<file path="src/rtl/ram_dump_tx_pkg.sv">
// Shared definitions for the RAM dump transmitter: FSM state encodings and
// UART 8N1 frame constants.
package ram_dump_tx_pkg;

  typedef enum logic [2:0] {
    S_IDLE = 3'd0,
    S_RD   = 3'd1,
    S_WAIT = 3'd2,
    S_SEND = 3'd3,
    S_CSUM = 3'd4,
    S_FIN  = 3'd5
  } state_t;

  localparam logic       UART_START     = 1'b0;
  localparam logic       UART_STOP      = 1'b1;
  localparam int         FRAME_BITS     = 10;
  localparam logic [2:0] BYTES_PER_WORD = 3'd4;

endpackage

</file>
<file path="src/rtl/ram_dump_tx_uart_tx_byte.sv">
// uart_tx_byte: one 8N1 frame per accepted send. ready also rises in the last
// cycle of a stop bit so a back-to-back byte starts with no idle gap.
module uart_tx_byte #(
  parameter int CLKS_PER_BIT = 868
) (
  input  logic       clk,
  input  logic       rst,
  input  logic       send,
  input  logic [7:0] data,
  output logic       ready,
  output logic       tx
);
  import ram_dump_tx_pkg::*;

  localparam int BAUD_W = $clog2(CLKS_PER_BIT);
  localparam logic [BAUD_W-1:0] BAUD_LAST = BAUD_W'(CLKS_PER_BIT - 1);
  localparam logic [3:0]        BIT_LAST  = 4'(FRAME_BITS - 1);

  logic [BAUD_W-1:0] baud_cnt;
  logic [3:0]        bit_cnt;
  logic              active;
  logic [8:0]        frame;
  logic              bit_end;
  logic              frame_end;
  logic              load;

  assign bit_end   = (baud_cnt == BAUD_LAST);
  assign frame_end = active && bit_end && (bit_cnt == BIT_LAST);
  assign ready     = !active || frame_end;
  assign load      = send && ready;

  always_ff @(posedge clk) begin
    if (rst) begin
      active   <= 1'b0;
      baud_cnt <= '0;
      bit_cnt  <= '0;
      tx       <= UART_STOP;
    end else if (load) begin
      active   <= 1'b1;
      baud_cnt <= '0;
      bit_cnt  <= '0;
      tx       <= UART_START;
    end else if (active) begin
      if (bit_end) begin
        baud_cnt <= '0;
        if (bit_cnt == BIT_LAST) begin
          active <= 1'b0;
          tx     <= UART_STOP;
        end else begin
          bit_cnt <= bit_cnt + 4'd1;
          tx      <= frame[0];
        end
      end else begin
        baud_cnt <= baud_cnt + BAUD_W'(1);
      end
    end
  end

  // Remaining bits after the start bit: data LSB first, then stop.
  always_ff @(posedge clk) begin
    if (load) begin
      frame <= {UART_STOP, data};
    end else if (active && bit_end) begin
      frame <= {UART_STOP, frame[8:1]};
    end
  end

endmodule

</file>
<file path="src/rtl/ram_dump_tx.sv">
// ram_dump_tx: reads a word window from the debug RAM port and streams it
// little-endian over UART 8N1. Optional trailing checksum byte: DUMP_CHECKSUM_EN.
module ram_dump_tx #(
  parameter int ADDR_W       = 10,
  parameter int CLKS_PER_BIT = 868
) (
  input  logic              clk,
  input  logic              rst,
  input  logic              start,
  input  logic [ADDR_W-1:0] base_addr,
  input  logic [ADDR_W:0]   word_cnt,
  output logic              ram_re,
  output logic [ADDR_W-1:0] ram_addr,
  input  logic [7:0]        ram_b0,
  input  logic [7:0]        ram_b1,
  input  logic [7:0]        ram_b2,
  input  logic [7:0]        ram_b3,
  output logic              busy,
  output logic              done,
  output logic              tx
);
  import ram_dump_tx_pkg::*;

  state_t          state;
  logic [ADDR_W:0] words_left;
  logic [2:0]      byte_idx;
  logic [31:0]     word_sr;
  logic            uart_send;
  logic            uart_ready;
  logic [7:0]      uart_data;
  logic            byte_fire;
  logic            last_byte_done;

`ifdef DUMP_CHECKSUM_EN
  logic [7:0] csum;
  logic       csum_sent;
`endif

  assign byte_fire      = (state == S_SEND) && (byte_idx != BYTES_PER_WORD) && uart_ready;
  assign last_byte_done = (state == S_SEND) && (byte_idx == BYTES_PER_WORD) && uart_ready;

  always_comb begin
    uart_send = byte_fire;
    uart_data = word_sr[7:0];
`ifdef DUMP_CHECKSUM_EN
    // The checksum goes out back-to-back with the final data byte.
    if (last_byte_done && (words_left == '0)) begin
      uart_send = 1'b1;
      uart_data = csum;
    end else if ((state == S_CSUM) && !csum_sent) begin
      uart_send = uart_ready;
      uart_data = csum;
    end
`endif
  end

  always_ff @(posedge clk) begin
    if (rst) begin
      state      <= S_IDLE;
      busy       <= 1'b0;
      done       <= 1'b0;
      ram_re     <= 1'b0;
      ram_addr   <= '0;
      words_left <= '0;
      byte_idx   <= '0;
`ifdef DUMP_CHECKSUM_EN
      csum_sent  <= 1'b0;
`endif
    end else begin
      case (state)
        S_IDLE: begin
          if (start) begin
            busy       <= 1'b1;
            ram_addr   <= base_addr;
            words_left <= word_cnt;
            if (word_cnt == '0) begin
`ifdef DUMP_CHECKSUM_EN
              csum_sent <= 1'b0;
              state     <= S_CSUM;
`else
              state     <= S_FIN;
`endif
            end else begin
              ram_re <= 1'b1;
              state  <= S_RD;
            end
          end
        end
        S_RD: begin
          ram_re     <= 1'b0;
          words_left <= words_left - (ADDR_W+1)'(1);
          state      <= S_WAIT;
        end
        S_WAIT: begin
          byte_idx <= '0;
          state    <= S_SEND;
        end
        S_SEND: begin
          if (byte_fire) begin
            byte_idx <= byte_idx + 3'd1;
          end else if (last_byte_done) begin
            if (words_left != '0) begin
              ram_addr <= ram_addr + ADDR_W'(1);
              ram_re   <= 1'b1;
              state    <= S_RD;
            end else begin
`ifdef DUMP_CHECKSUM_EN
              csum_sent <= 1'b1;
              state     <= S_CSUM;
`else
              busy  <= 1'b0;
              done  <= 1'b1;
              state <= S_FIN;
`endif
            end
          end
        end
`ifdef DUMP_CHECKSUM_EN
        S_CSUM: begin
          if (uart_ready) begin
            if (!csum_sent) begin
              csum_sent <= 1'b1;
            end else begin
              busy  <= 1'b0;
              done  <= 1'b1;
              state <= S_FIN;
            end
          end
        end
`endif
        S_FIN: begin
          // Entered with done already set after a stream; the empty dump arrives with it clear.
          if (done) begin
            done  <= 1'b0;
            state <= S_IDLE;
          end else begin
            busy <= 1'b0;
            done <= 1'b1;
          end
        end
        default: state <= S_IDLE;
      endcase
    end
  end

  always_ff @(posedge clk) begin
    if (state == S_WAIT) begin
      word_sr <= {ram_b3, ram_b2, ram_b1, ram_b0};
    end else if (byte_fire) begin
      word_sr <= {8'h00, word_sr[31:8]};
    end
  end

`ifdef DUMP_CHECKSUM_EN
  always_ff @(posedge clk) begin
    if ((state == S_IDLE) && start) begin
      csum <= 8'h00;
    end else if (byte_fire) begin
      csum <= csum + word_sr[7:0];
    end
  end
`endif

  uart_tx_byte #(
    .CLKS_PER_BIT(CLKS_PER_BIT)
  ) u_uart (
    .clk  (clk),
    .rst  (rst),
    .send (uart_send),
    .data (uart_data),
    .ready(uart_ready),
    .tx   (tx)
  );

endmodule

</file>
<file path="config.mk">
export PLATFORM = sky130hd
export DESIGN_NAME = ram_dump_tx
export DESIGN_NICKNAME = d
export VERILOG_FILES = /design/src/rtl/ram_dump_tx_pkg.sv /design/src/rtl/ram_dump_tx_uart_tx_byte.sv /design/src/rtl/ram_dump_tx.sv
export SDC_FILE = /design/constraint.sdc
export NUM_CORES = 1
export LEC_CHECK = 0
export CELL_PAD_IN_SITES_DETAIL_PLACEMENT = 0
export CELL_PAD_IN_SITES_GLOBAL_PLACEMENT = 1
export CORE_MARGIN = 2
export CORE_UTILIZATION = 37
export DETAILED_ROUTE_END_ITERATION = 8
export GPL_ROUTABILITY_DRIVEN = 0
export PLACE_DENSITY_LB_ADDON = 0.1
export SYNTH_ARGS = -nofsm -noshare
export SYNTH_HDL_FRONTEND = slang
export SYNTH_SLANG_ARGS = --single-unit
</file>
<file path="constraint.sdc">
create_clock -name clk -period 2.35 [get_ports clk]
set_input_delay 0.47 -clock clk [delete_from_list [all_inputs] [get_ports clk]]
set_output_delay 0.47 -clock clk [all_outputs]
set_load 0.02 [all_outputs]
</file>
==> metrics.yaml <==
max-slew-margin-rel_pct: 61.0
synth.ff_latch_count: 86
hold_path_class: "flip-flop to flip-flop"
htree_levels: 3
fill_cells: 1085
finalCritPeriodShare_pct: 87.2
core_area_um2: 10900
synth_enable_flop_cells: 40
post_cts_buffers: 0
finalSetupViolCount: 0
r2r_start: "u_uart.baud_cnt[0]$_SDFFE_PP0P_"
wl_per_cell_um: 14.1
drc: 0
grt_pass1_wl_um: 15200
final.setup.tns_ns: 0
crit_slowest_cell: "dfxtp_1"
p_per_area_nw_per_um2: 747
syn_avg_cell_area_um2: 9.38
io_buffers: 69
seq_area_frac_synth_pct: 50.7
status: "finished, final reports clean"
worstReg2RegEnd: "u_uart.frame[5]$_DFFE_PP_"
worst_slew_pin_slew_ns: 0.578
yosysWarnings: 0
timing.fmax_mhz: 488
synth_fp_nets: 510
whs_ns: 0.483
final_cells: 662
yosys.cell_types.count: 67
finClkSkew_ns: 0.00572
grt_antenna_before_repair: 0
seqCellArea_um2: 2120
final_area_um2: 5360
grt_max_degree: 34
ys.flop_type: "dfxtp_1"
drtIter0Drc: 184
critPathBufInv: 0
drt-pass1-iter-count: 4
crit_chain: "ha_1, and4bb_4, a41o_4, nand3_1, nand2_1"
async_flop_share_pct: 0
rows: 38
fin_nets: 581
dp_hpwl_um: 6690
rr_worst_depth: 5
netlist_area_um2: 4180
crit_path_max_incr_delay_ns: 0.41
clkLatencyLatePin_ns: 0.34
critPathKind: "flip-flop to flip-flop"
endpoint_kind: "flip-flop"
clkSinkCount: 86
grt-ovfl-total: 0
cpLargestDelayFamily: "simple AND/OR/NAND/NOR gates"
arrival_ns: 2.05
multi_input_area_um2: 1930
cts_tree: "done"
die_x_um: 110
n_antenna_cell: 0
grt_util_all_layers_pct: 16.1
min_from: "words_left[10]$_SDFFE_PP0P_"
path_max_fanout: 8
placedCellCount: 646
hold-path-cell-count: 1
reg2reg_slack_ns: 0.30
worstHoldEndpoint: "words_left[10]$_SDFFE_PP0P_"
start_util_pct: 38.3
clockBufferDepth: 2
vias: 3371
ctsResizeCount: 0
ioPinCount: 70
hold_buffers: 0
syn-instance-count: 446
grt_setup_unrepaired: "no"
die-height_um: 110
leakage_nw: 1.99
viasPerCell: 5.09
cp.required_ns: 2.35
layout_min_cycle_time_ns: 2.05
slew_viol_final: 0
cts_made_buffers: 9
peakVddDrop_mv: 0.518
grt_pass1_vias: 3219
dpl_cell_area_um2: 5040
cts-root-buf: "clkbuf_16"
power.total_w: 0.00400
drive_above_1_share_pct: 9.00
maxCapViolations: 0
ant_nets: 0
startpoint_type: "flip-flop"
die_area_um2: 12200
drt_wl_total_um: 9330
clk_pin_slew_ns: 0.06
hold_violations: 0
synthToLayoutAreaGrowth_pct: 28.2
flip-flops by register name, summed over array words and instances, names as in the netlist:
signal	cells
state	3
u_uart.active	1
words_left	11
u_uart.tx	1
word_sr	32
done	1
ram_addr	10
u_uart.bit_cnt	4
u_uart.frame	8
u_uart.baud_cnt	10
ram_re	1
byte_idx	3
busy	1
final cells by class:
| cell class | instances | share of cell area [%] |
|---|---|---|
| Tap cell | 140 | 3.27 |
| Inverter | 9 | 0.630 |
| Multi-Input combinational cell | 332 | 36.0 |
| Clock buffer | 10 | 4.46 |
| Sequential cell | 86 | 39.6 |
| Timing Repair Buffer | 79 | 14.5 |
| Clock inverter | 6 | 1.59 |
synthesized netlist by cell type, types with 5 or more instances:
library cell,number,area [um2]
a21oi_1,25,125
a22oi_1,6,45.0
a31oi_1,7,43.8
and3_1,8,50.1
buf_2,6,30.0
clkbuf_1,8,30.0
dfxtp_1,46,921
edfxtp_1,40,1200
ha_1,8,100
inv_1,9,33.8
nand2_1,115,432
nand3_1,13,65.1
nand4_1,7,43.8
nor2_1,31,116
nor3_1,10,50.1
nor4_1,5,31.3
o21ai_0,6,30.0
o21ai_1,5,25.0
o311ai_0,7,61.3
xnor2_1,7,61.3
xor2_1,5,43.8
worst reg2reg max path, delay by kind of cell (launching register included):
kind | cells | cell delay, ns
AOI/OAI and AO/OA | 1 | 0.27
adders and majority gates | 1 | 0.22
DFF | 1 | 0.41
and+or+nand+nor | 3 | 0.82
routing by layer:
metal | vias up | wire length (um) | global-route usage, %
met5 | - | 0 | 0
met4 | 0 | 153 | 5.63
met1 | 1554 | 4250 | 19.7
met3 | 12 | 402 | 4.47
li1 | 1746 | - | -
met2 | 59 | 4520 | 27.1
placed cells by master (no fill, tap or decap), drive strengths merged, types with 6 or more instances in the layout:
| cell type | netlist | routed |
|---|---|---|
| o311ai | 8 | 8 |
| a21oi | 25 | 25 |
| inv | 9 | 9 |
| and3 | 8 | 8 |
| a22oi | 6 | 6 |
| nor3 | 12 | 12 |
| xnor2 | 7 | 7 |
| dfxtp | 46 | 46 |
| buf | 8 | 10 |
| nand4 | 7 | 7 |
| a31oi | 7 | 7 |
| nand3 | 14 | 14 |
| edfxtp | 40 | 40 |
| ha | 8 | 8 |
| clkbuf | 11 | 10 |
| clkdlybuf4s50 | 0 | 69 |
| nor4 | 7 | 7 |
| nor2 | 33 | 33 |
| nand2 | 115 | 115 |
| o21ai | 12 | 12 |
metrics by stage:
step	util, %	setup WS, ns
2_1_floorplan	-	0.219
3_3_place_gp	46.1	0.359
3_5_place_dp	46.1	0.307
4_1_cts	49.0	0.286
5_1_grt	49.0	0.120
6_report	49.0	0.301
cell families after synthesis:
kind of cell	count (synthesis)	synth area share, %
fa+ha+maj	8	2.39
xor+xnor	12	2.51
compound gates	85	13.8
flops	86	50.7
buf+inv	28	3.23
simple gates	227	27.3
worst max path at each step:
stage                                               start                         to  slack (ns)  cells past startpoint
after CTS                 u_uart.baud_cnt[0]$_SDFFE_PP0P_  u_uart.frame[5]$_DFFE_PP_        0.29                      5
final                     u_uart.baud_cnt[0]$_SDFFE_PP0P_  u_uart.frame[5]$_DFFE_PP_        0.30                      5
after floorplan           u_uart.baud_cnt[0]$_SDFFE_PP0P_       word_sr[0]$_DFFE_PP_        0.22                      6
after detailed placement  u_uart.baud_cnt[0]$_SDFFE_PP0P_  u_uart.frame[5]$_DFFE_PP_        0.31                      5
after global routing      u_uart.baud_cnt[0]$_SDFFE_PP0P_  u_uart.frame[2]$_DFFE_PP_        0.12                      5
after global placement    u_uart.baud_cnt[0]$_SDFFE_PP0P_  u_uart.frame[5]$_DFFE_PP_        0.36                      5
report_power, final:
group,total [W],internal (W),switching (W)
Sequential,0.00181,0.00172,0.0000965
Clock,0.00154,0.000957,0.000581
Combinational,0.000654,0.000307,0.000347
(Power assumes the default switching activity.)
